===== src/rtl/fetch_pkg.sv =====
// Shared types and constants for the instruction fetch stage.
package fetch_pkg;

  localparam int unsigned PC_W = 32;
  localparam logic [PC_W-1:0] RESET_PC_DEFAULT = 32'h0000_0000;
  localparam logic [PC_W-1:0] WORD_ALIGN_MASK  = 32'hFFFF_FFFC;

  typedef enum logic [2:0] {
    IDLE  = 3'd0,
    FETCH = 3'd1,
    WAIT  = 3'd2,
    VALID = 3'd3,
    FAULT = 3'd4
  } fetchState_t;

  // True when the PC points at a 32-bit word boundary.
  function automatic logic isWordAligned(input logic [PC_W-1:0] pc);
    return (pc & ~WORD_ALIGN_MASK) == '0;
  endfunction

endpackage


===== src/rtl/pc_register.sv =====
// Load-enable program counter register with async active-low reset to RESET_PC.
module pc_register
  import fetch_pkg::*;
#(
  parameter logic [PC_W-1:0] RESET_PC = RESET_PC_DEFAULT
) (
  input  logic            CLK,
  input  logic            Reset_L,
  input  logic            LoadEn,
  input  logic [PC_W-1:0] D,
  output logic [PC_W-1:0] Q
);

  always_ff @(posedge CLK or negedge Reset_L) begin
    if (!Reset_L) begin
      Q <= RESET_PC;
    end else if (LoadEn) begin
      Q <= D;
    end
  end

endmodule


===== src/rtl/pc_fetch_stage.sv =====
// Single-outstanding instruction fetch stage with decode handshake.
// Optional misaligned-PC fault detection is enabled by defining FETCH_ALIGN_CHECK_EN.
module pc_fetch_stage
  import fetch_pkg::*;
#(
  parameter logic [PC_W-1:0] RESET_PC = RESET_PC_DEFAULT
) (
  input  logic            CLK,
  input  logic            Reset_L,
  input  logic [PC_W-1:0] NextPC,
  output logic            IMemReq,
  output logic [PC_W-1:0] IMemAddr,
  input  logic            IMemGnt,
  input  logic            IMemRvalid,
  input  logic [PC_W-1:0] IMemRdata,
  output logic [PC_W-1:0] Instr,
  output logic [PC_W-1:0] CurrentPC,
  output logic            InstrValid,
  input  logic            InstrReady,
  output logic            FetchFault
);

  fetchState_t state;
  logic        pcLoad;

  // PC advances only on the decode handshake.
  assign pcLoad = (state == VALID) && InstrReady;

  pc_register #(
    .RESET_PC (RESET_PC)
  ) u_pcReg (
    .CLK     (CLK),
    .Reset_L (Reset_L),
    .LoadEn  (pcLoad),
    .D       (NextPC),
    .Q       (CurrentPC)
  );

`ifdef FETCH_ALIGN_CHECK_EN
  logic fetchFaultQ;
  assign FetchFault = fetchFaultQ;
`else
  assign FetchFault = 1'b0;
`endif

  // FETCH spends one cycle with IMemReq low to launch the request, then holds it until granted.
  always_ff @(posedge CLK or negedge Reset_L) begin
    if (!Reset_L) begin
      state      <= IDLE;
      IMemReq    <= 1'b0;
      IMemAddr   <= RESET_PC;
      Instr      <= '0;
      InstrValid <= 1'b0;
`ifdef FETCH_ALIGN_CHECK_EN
      fetchFaultQ <= 1'b0;
`endif
    end else begin
      case (state)
        IDLE: begin
          state <= FETCH;
        end
        FETCH: begin
          if (!IMemReq) begin
`ifdef FETCH_ALIGN_CHECK_EN
            if (!isWordAligned(CurrentPC)) begin
              state       <= FAULT;
              fetchFaultQ <= 1'b1;
            end else begin
              IMemReq  <= 1'b1;
              IMemAddr <= CurrentPC;
            end
`else
            IMemReq  <= 1'b1;
            IMemAddr <= CurrentPC;
`endif
          end else if (IMemGnt) begin
            IMemReq <= 1'b0;
            state   <= WAIT;
          end
        end
        WAIT: begin
          if (IMemRvalid) begin
            Instr      <= IMemRdata;
            InstrValid <= 1'b1;
            state      <= VALID;
          end
        end
        VALID: begin
          if (InstrReady) begin
            InstrValid <= 1'b0;
            state      <= FETCH;
          end
        end
        FAULT: begin
          IMemReq    <= 1'b0;
          InstrValid <= 1'b0;
        end
        default: begin
          state <= IDLE;
        end
      endcase
    end
  end

endmodule


===== config.mk =====
export PLATFORM = sky130hd
export DESIGN_NAME = pc_fetch_stage
export DESIGN_NICKNAME = d
export VERILOG_FILES = /design/src/rtl/fetch_pkg.sv /design/src/rtl/pc_register.sv /design/src/rtl/pc_fetch_stage.sv
export SDC_FILE = /design/constraint.sdc
export NUM_CORES = 1
export LEC_CHECK = 0
export CAP_MARGIN = 20
export CORE_ASPECT_RATIO = 0.7
export CORE_MARGIN = 2
export CORE_UTILIZATION = 35
export DETAILED_ROUTE_END_ITERATION = 10
export PLACE_DENSITY = 0.73
export SETUP_SLACK_MARGIN = 0.3
export SKIP_CTS_REPAIR_TIMING = 1
export SYNTH_ARGS = -nofsm -noshare
export SYNTH_HDL_FRONTEND = slang
export SYNTH_SLANG_ARGS = --single-unit

===== constraint.sdc =====
create_clock -name CLK -period 2.3 [get_ports CLK]
set_input_delay 0.46 -clock CLK [delete_from_list [all_inputs] [get_ports CLK]]
set_output_delay 0.46 -clock CLK [all_outputs]
set_load 0.01 [all_outputs]

# == After elaboration in Yosys (flattened, before gate mapping) ==
# Cells that the tools add are included.
# op_classes
n_bitwise,2
reduce_logical,8
eq_ne,8
mux,11
# op_table
op,n
$pmux 3 s5,1
$mux 3,4
$ne 2x2->1 const B,4
$eq 3x2->1 const B,2
$reduce_and 5->1,1
$mux 1,4
$reduce_and 2->1,2
$eq 3x1->1 const B,1
$eq 3x3->1 const B,1
$logic_not 3->1,1
$pmux 1 s3,1
$reduce_and 3->1,1
$reduce_bool 3->1,1
$not 1->1,2
$pmux 1 s2,1
$reduce_bool 2->1,1
$logic_and 1x1->1,1
# totals
reg_bits,101
word_cells,35

# == Logic depth before layout (Yosys ltp) ==
# Gate-level depths: netlist (run 1).
# depth
depth_word,3
mapped_depth,6

# == Modules after synthesis ==
# From an unflattened synthesis (run 1), not the netlist that was laid out.
# unflattened
cells_unflattened,228
hier_area_um2,4149.0
# modules_own_cells
module,seq_area_each_um2,cells_each,n_inst,area_each_um2
pc_fetch_stage,1701.6,160,1,2803.9
pc_register,800.8,68,1,1345.0

# == Least setup slack after synthesis (run 1) ==
# Ideal clock, no wire load.
# synth_path
kind,reg-to-reg
start,register state[1]
end,register IMemAddr[10]
t_required_ns,2.175
arrival_ns,1.343
setup_ns,0.125
path_slack_ns,0.832
path_stages_with_launch,7
synth_period_minus_slack_ns,1.468
cell_sequence,dfrtp_1 inv_1 ha_1 nor2b_4 buf_6 buf_12 mux2_4
# synth_between
elab_chain_len,2
# synth_rtl
item,line,rtl
"start, declared",pc_fetch_stage.sv:23,fetchState_t state;
"start signal, assigned",pc_fetch_stage.sv:49,state <= IDLE;
"start signal, assigned",pc_fetch_stage.sv:60,state <= FETCH;
"start signal, assigned",pc_fetch_stage.sv:78,state <= WAIT;
$eq 3x1->1,pc_fetch_stage.sv:58,case (state)
$reduce_and 2->1 (no line),n/a,
"end signal, assigned",pc_fetch_stage.sv:74,IMemAddr <= CurrentPC;
"end, declared",pc_fetch_stage.sv:12,"output logic [PC_W-1:0] IMemAddr,"
# No other way between the ends.
# A chain may end at the register's enable or synchronous reset.

# == Worst setup path in the final report (run 1) ==
# layout_path
start,register IMemReq
end,output IMemReq
# layout_rtl
item,line,rtl
"start, declared",pc_fetch_stage.sv:11,"output logic IMemReq,"
"start signal, assigned",pc_fetch_stage.sv:50,IMemReq <= 1'b0;
"start signal, assigned",pc_fetch_stage.sv:73,IMemReq <= 1'b1;
"start signal, assigned",pc_fetch_stage.sv:77,IMemReq <= 1'b0;
# No word-level cell between the ends.

==> impl_summary.log, run 1 <==
[metrics] synthesized instance count: approximately 230
[metrics] met3 capacity usage during global routing: approximately 6.8%
[metrics] pin count of the biggest net entering global routing: 45
[metrics] clock tree from TritonCTS: built
[metrics] total wirelength of the detailed-routed design: roughly 8.9 mm
[metrics] Final Slew Violations: 0
[metrics] portion of the post-synthesis area used by sequential elements: between 60% and 70%
[metrics] number of antenna violations at the first check in global routing: 0
[metrics] M1 GR Usage: between 10% and 20%
[metrics] x dimension of the die: between 100 and 150 µm
[metrics] routed via count: roughly 2,500
[metrics] part of the power in combinational logic: a little under half
[metrics] Detail Placement HPWL: 6.50 mm
[metrics] peak clock frequency supported by timing: roughly 0.55 GHz
[metrics] Reg power frac: 36.3%
[metrics] sum of negative setup slack: 0 ps
[metrics] CTS max path bufs: 2
[metrics] DRC violations left: 0
[metrics] Psw: about 2.6 mW
[metrics] die area: approximately 0.012 mm²
[metrics] type of the setup path with the least slack: flop to primary output
[metrics] Detailed Routing Iterations Pass 1: 4
[metrics] sort of element at the end of the critical path: primary output
[metrics] critical path arrival: around 1300 ps
[metrics] Reg2Reg Depth: 5
[metrics] Buffers & Inverters on Critical Path: 1
[metrics] Netlist Area Pre-Place: between 0.003 and 0.004 mm²
[metrics] post-route ant nets: 0
[metrics] die height: 93.2 µm
[metrics] critical path startpoint category: flop
[metrics] maximum clock skew at final layout: slightly above 5 ps
[metrics] clock net sink count: 100
[metrics] busiest layer in global routing: met2
[metrics] crit-path leading delay family: buffers and inverters
[metrics] required time reported for the critical path endpoint: ~1800 ps
[metrics] setup repair after global routing missed its margin: no
[metrics] number of buffers inserted during clock tree synthesis: 9
[metrics] CTS Root Buffer Type: sky130_fd_sc_hd__clkbuf_16
[metrics] vias in the first global route: approximately 2,800
[metrics] final setup violation count: 0
[metrics] average cell area after synthesis: 17.5 µm²
[metrics] count of standard-cell rows: 32
[metrics] total number of cells along the worst setup path: 1
[metrics] Slowest Stage Delay on Critical Path: 590 ps
[metrics] adder-cell share of the synthesized area: less than 1%
[metrics] Worst Setup Slack, final: ~500 ps
[metrics] number of warnings reported in the yosys synthesis log: 0
[metrics] fraction of the mapped netlist area in simple logic gates: under 10%
[metrics] CP max FO: 4
[metrics] number of endpoints with negative hold slack in the final report: 0
[metrics] post-placement setup slack: roughly 350 ps
[metrics] Slowest cell on crit path: sky130_fd_sc_hd__clkdlybuf4s50_1
[metrics] number of top-level pins: 168
[metrics] core footprint: approximately 0.011 mm²
[metrics] ANT cells: 0
[metrics] GR Overflow Total: 0
[metrics] cell leakage power: around 2.6 nW
[metrics] Power, Total: 8.88 mW
[metrics] dominant combinational cell family by area after synthesis: multiplexers
[metrics] Switching Share: between 20% and 30%
[metrics] number of max-cap violations: 0
[metrics] worst min path class: primary input to async pin
[metrics] met2 capacity usage during global routing: about 25%
[metrics] power density over cell area: about 1500 mW/mm²
[metrics] ordered cell list for the critical path: clkdlybuf4s50_1
[metrics] number of nets at the end of the flow: around 470
[metrics] Int Pwr: between 6 and 7 mW
[metrics] starting utilization of the core area: between 30% and 40%
[metrics] portion of netlist area occupied by mux cells: 30.8%
[metrics] Period minus WS final: ~1800 ps
[metrics] post-synthesis share of cell area spent on xor and xnor gates: 0%
[metrics] nets in the synthesized netlist: between 200 and 300
[metrics] Reg clk slew, reported paths: 70 ps
[metrics] number of distinct standard cells referenced by the synthesized netlist: 20
[metrics] number of violations reported at the end of detailed-routing iteration 0: 50
[metrics] Clock H-tree levels: 3
[metrics] proportion of power drawn by the clock network: between 15 and 20%
[metrics] run status: completed
[metrics] layout cell share with drive strength beyond 1: a little under a quarter
[metrics] via density per instance: 4.48
[metrics] startpoint of the worst register-to-register path: state[1]
[metrics] Peak supply drop: between 0.0006 and 0.0007 V
[metrics] total of flip-flops plus latches after synthesis: 100
[metrics] global-route wire length before repair: about 15 mm
[metrics] setup slack of the most critical reg-to-reg path: about 610 ps
[metrics] ratio of final minimum period to clock period: 78.4%
[metrics] global-route usage over all layers: ~16%
[metrics] Routed WL per cell: around 16 µm
[metrics] RePlAce Congestion: around 0.75
[metrics] start point of the critical path: IMemReq
[metrics] input/output buffers: approximately 170
[metrics] Area growth, synth to finish: 53.1%
[metrics] layout filler cell count: 950
[metrics] compound-gate portion of the synthesized area: less than 1%
[metrics] Clock Latency Late Sink: about 330 ps
layer usage:
layer,vias to the layer above,wire length [µm]
met5,-,0
met1,1250,3900
met4,0,88
met3,9,750
met2,104,4130
li1,1143,-
state kept, by name, summed over array words and instances (netlist names):
signal	flops
state	2
Instr	32
InstrValid	1
IMemAddr	32
u_pcReg.Q	32
IMemReq	1
cell type report:
| class | count | area, µm² | area share, % |
|---|---|---|---|
| Multi-Input combinational cell | 113 | 1340 | 22.0 |
| Inverter | 3 | 11.3 | 0.185 |
| Clock inverter | 7 | 91.3 | 1.50 |
| Clock buffer | 9 | 225 | 3.70 |
| Timing Repair Buffer | 174 | 1730 | 28.4 |
| Sequential cell | 100 | 2500 | 41.1 |
| Tap cell | 153 | 191 | 3.14 |
layout by cell type (no fill, tap or decap):
cell / instances
sky130_fd_sc_hd__inv_1: 3
sky130_fd_sc_hd__clkinv_2: 3
sky130_fd_sc_hd__clkinv_4: 1
sky130_fd_sc_hd__clkdlybuf4s50_1: 165
sky130_fd_sc_hd__nor3_1: 1
sky130_fd_sc_hd__nor2b_1: 2
sky130_fd_sc_hd__clkinvlp_4: 1
sky130_fd_sc_hd__nand2_1: 1
sky130_fd_sc_hd__a22o_1: 1
sky130_fd_sc_hd__mux2_1: 32
sky130_fd_sc_hd__o32ai_1: 1
sky130_fd_sc_hd__dfrtp_1: 100
sky130_fd_sc_hd__a211oi_1: 1
sky130_fd_sc_hd__mux2_2: 35
sky130_fd_sc_hd__buf_12: 1
sky130_fd_sc_hd__buf_4: 8
sky130_fd_sc_hd__nand2_2: 2
sky130_fd_sc_hd__conb_1: 1
sky130_fd_sc_hd__mux2i_1: 2
sky130_fd_sc_hd__mux2_4: 30
sky130_fd_sc_hd__nor2b_4: 1
sky130_fd_sc_hd__clkbuf_16: 9
sky130_fd_sc_hd__ha_1: 3
sky130_fd_sc_hd__bufinv_16: 2
stage by stage:
step	hold slack, ps	instance area [µm²]	util [%]	std cells
3_3_place_gp	443	5780	52.3	543
5_1_grt	107	6090	55.1	559
3_5_place_dp	445	5780	52.3	543
2_1_floorplan	164	3980	-	227
4_1_cts	76.5	6090	55.1	559
6_report	73.1	6090	55.1	559
kinds of logic after synthesis:
| logic type | Yosys count |
|---|---|
| AND/OR/NAND/NOR | 7 |
| other | 1 |
| AO/OA/AOI/OAI | 3 |
| adder cells (fa/ha/maj) | 3 |
| buffers and inverters | 14 |
| multiplexers | 99 |
| flip-flops | 100 |
final timing paths:
path	to
max	IMemReq
min	IMemAddr[22]
max reg2reg	IMemAddr[31]
min reg2reg	Instr[15]
max in group asynchronous	IMemReq
min in group CLK	Instr[15]
power by group through the flow:
stage | Sequential, mW | Combinational, mW | Clock (mW)
2_1_floorplan | 3.60 | 1.58 | 0
3_3_place_gp | 3.22 | 4.04 | 0
3_5_place_dp | 3.25 | 4.12 | 0
4_1_cts | 3.24 | 4.14 | 1.65
5_1_grt | 3.36 | 4.33 | 1.73
6_report | 3.22 | 4.07 | 1.59
Yosys cell counts, drive strengths merged:
library cell	number	share of area [%]
mux2	97	30
mux2i	2	0.50
conb	1	0.094
a22o	1	0.22
nor2b	3	0.66
nand2	3	0.41
o32ai	1	0.22
dfrtp	100	63
buf	11	3.2
nor3	1	0.13
a211oi	1	0.19
ha	3	0.94
inv	3	0.28
(Power assumes the default switching activity.)
==> inputs of run 2 (changes only) <==
--- a/config.mk
+++ b/config.mk
@@ -10,7 +10,7 @@
 export CORE_MARGIN = 2
 export CORE_UTILIZATION = 35
 export DETAILED_ROUTE_END_ITERATION = 10
-export PLACE_DENSITY = 0.73
+export PLACE_DENSITY = 0.76
 export SETUP_SLACK_MARGIN = 0.3
 export SKIP_CTS_REPAIR_TIMING = 1
 export SYNTH_ARGS = -nofsm -noshare
==> constraint.sdc (replaced) <==
create_clock -name CLK -period 1.6 [get_ports CLK]
set_input_delay 0.32 -clock CLK [delete_from_list [all_inputs] [get_ports CLK]]
set_output_delay 0.32 -clock CLK [all_outputs]
set_load 0.01 [all_outputs]
==> run 2 against run 1 <==
Net effect:
- die area stayed put
- routed wire length is 15% higher
- clock skew down 0.90 ps
- sequential share of layout area decreased by 4.0 points
- worst hold slack got worse by 52 ps
- clock power rose by 52%
- register-to-register slack got worse by 540 ps
- combinational power increased by 55%
- global-route usage shrank 0.33 points
- core utilization is 5.9 points higher
- first-iteration DRC count grew 8.0%
- critical path type unchanged
- largest power group unchanged
- highest routed layer unchanged
==> impl_summary.log, run 2 (same netlist as run 1, synthesis figures left out) <==
[metrics] run status: completed
[metrics] cell leakage power: 3.77 nW
[metrics] number of endpoints with negative hold slack in the final report: 0
[metrics] post-route ant nets: 0
[metrics] sort of element at the end of the critical path: primary output
[metrics] DRC violations left: 0
[metrics] final core utilization: 61.0%
[metrics] Clock Latency Late Sink: 340 ps
[metrics] clock tree from TritonCTS: built
[metrics] Detailed Routing Iterations Pass 1: 3
[metrics] GR Overflow Total: 0
[metrics] CP max FO: 2
[metrics] global-route usage over all layers: 15.4%
[metrics] routed via count: 2,588
[metrics] Routed WL per cell: approximately 18 µm
[metrics] Buffers & Inverters on Critical Path: 1
[metrics] Peak supply drop: slightly below 0.0009 V
[metrics] input/output buffers: roughly 170
[metrics] CTS Root Buffer Type: sky130_fd_sc_hd__clkbuf_16
[metrics] number of max-cap violations: 0
[metrics] Clock H-tree levels: 3
[metrics] largest registers: IMemAddr (32), Instr (32), u_pcReg.Q (32)
[metrics] vias in the first global route: 2,749
[metrics] layout cell share with drive strength beyond 1: about 28%
[metrics] Detail Placement HPWL: 6.43 mm
[metrics] clock net sink count: 100
[metrics] core footprint: 0.0111 mm²
[metrics] die area: between 0.01 and 0.015 mm²
[metrics] startpoint of the worst register-to-register path: state[0]
[metrics] number of top-level pins: 168
[metrics] Slowest cell on crit path: sky130_fd_sc_hd__clkdlybuf4s50_1
[metrics] Slowest Stage Delay on Critical Path: ~540 ps
[metrics] number of violations reported at the end of detailed-routing iteration 0: 54
[metrics] RePlAce Congestion: between 0.7 and 0.8
[metrics] total wirelength of the detailed-routed design: approximately 10 mm
[metrics] ANT cells: 0
[metrics] starting utilization of the core area: roughly 36%
[metrics] crit-path leading delay family: buffers and inverters
[metrics] peak clock frequency supported by timing: 0.640 GHz
[metrics] maximum clock skew at final layout: around 4.2 ps
[metrics] global-route wire length before repair: approximately 15 mm
[metrics] Final Slew Violations: 0
[metrics] ordered cell list for the critical path: clkdlybuf4s50_1
[metrics] number of nets at the end of the flow: 489
[metrics] non-filler cells in the finished layout: approximately 570
[metrics] worst min path class: primary input to async pin
[metrics] final setup violation count: 0
[metrics] Slew @ Worst Pin: roughly 530 ps
[metrics] number of buffers inserted during clock tree synthesis: 9
[metrics] Reg clk slew, reported paths: 70 ps
[metrics] x dimension of the die: 131 µm
[metrics] setup repair after global routing missed its margin: yes
[metrics] Period minus WS final: roughly 1600 ps
[metrics] required time reported for the critical path endpoint: 1280 ps
[metrics] type of the setup path with the least slack: flop to primary output
[metrics] pin count of the biggest net entering global routing: ~100
[metrics] die height: 93.2 µm
[metrics] normalized max-slew margin: around 65%
[metrics] via density per instance: approximately 4.5
[metrics] critical path arrival: about 1200 ps
[metrics] critical path startpoint category: flop
[metrics] dpl cells: between 500 and 600
[metrics] ratio of final minimum period to clock period: 97.7%
[metrics] Area growth, synth to finish: 69.4%
[metrics] most common cell after layout, fill and taps aside: sky130_fd_sc_hd__dfrtp_1
[metrics] highest-count cells in the layout ignoring fill and taps: 100 x sky130_fd_sc_hd__dfrtp_1, 97 x sky130_fd_sc_hd__dlymetal6s2s_1, 68 x sky130_fd_sc_hd__clkdlybuf4s50_1, 33 x sky130_fd_sc_hd__mux2_2
[metrics] number of antenna violations at the first check in global routing: 0
[metrics] count of standard-cell rows: 32
[metrics] CTS max path bufs: 2
[metrics] start point of the critical path: Instr[13]
[metrics] power density over cell area: a little under 2000 mW/mm²
[run 2: worst paths after layout]
| check | cells after the start | end | slack, ps |
|---|---|---|---|
| worst min register to register | 1 | Instr[31] | 490 |
| min in group CLK | 1 | Instr[31] | 490 |
| worst max register to register | 6 | IMemAddr[7] | 70 |
| worst min-delay path | 2 | IMemAddr[24] | 20 |
| worst max-delay path | 1 | Instr[13] | 40 |
| max in group asynchronous | 2 | IMemAddr[10] | 1170 |
[run 2: area by class of cell]
class / count / area, µm²
repair buffers: 190 / 2290
fillers: 836 / 4310
clock buffers: 9 / 225
clock inverters: 5 / 103
flip-flops and latches: 100 / 2500
well taps: 153 / 191
multi-input cells: 113 / 1420
inverters: 3 / 11.3
[run 2: per-layer routing]
layer  global-route usage (%)  share of wire (%)
met1                     19.0                 43
met2                     24.3                 48
met3                     7.05                8.1
met4                     4.89               0.93
met5                        0                  0
[run 2: where the power goes]
part | leakage, nW | switching (mW) | internal (mW)
sequential | 1.19 | 0.803 | 3.83
clock | 0.157 | 0.907 | 1.51
combinational | 2.43 | 2.28 | 4.04
total | 3.77 | 3.99 | 9.38
[run 2: stage by stage]
step	power [mW]	setup slack [ps]	hold slack, ps	instance area, µm²	TNS (ps)
3_3_place_gp	10.5	6.25	421	5830	0
6_report	13.4	36.8	21.1	6740	0
5_1_grt	14.2	-5.29	79.0	6740	-5.29
2_1_floorplan	7.47	144	24.4	4000	0
3_5_place_dp	10.7	-27.7	424	5830	-412
4_1_cts	13.2	-119	55.0	6160	-322
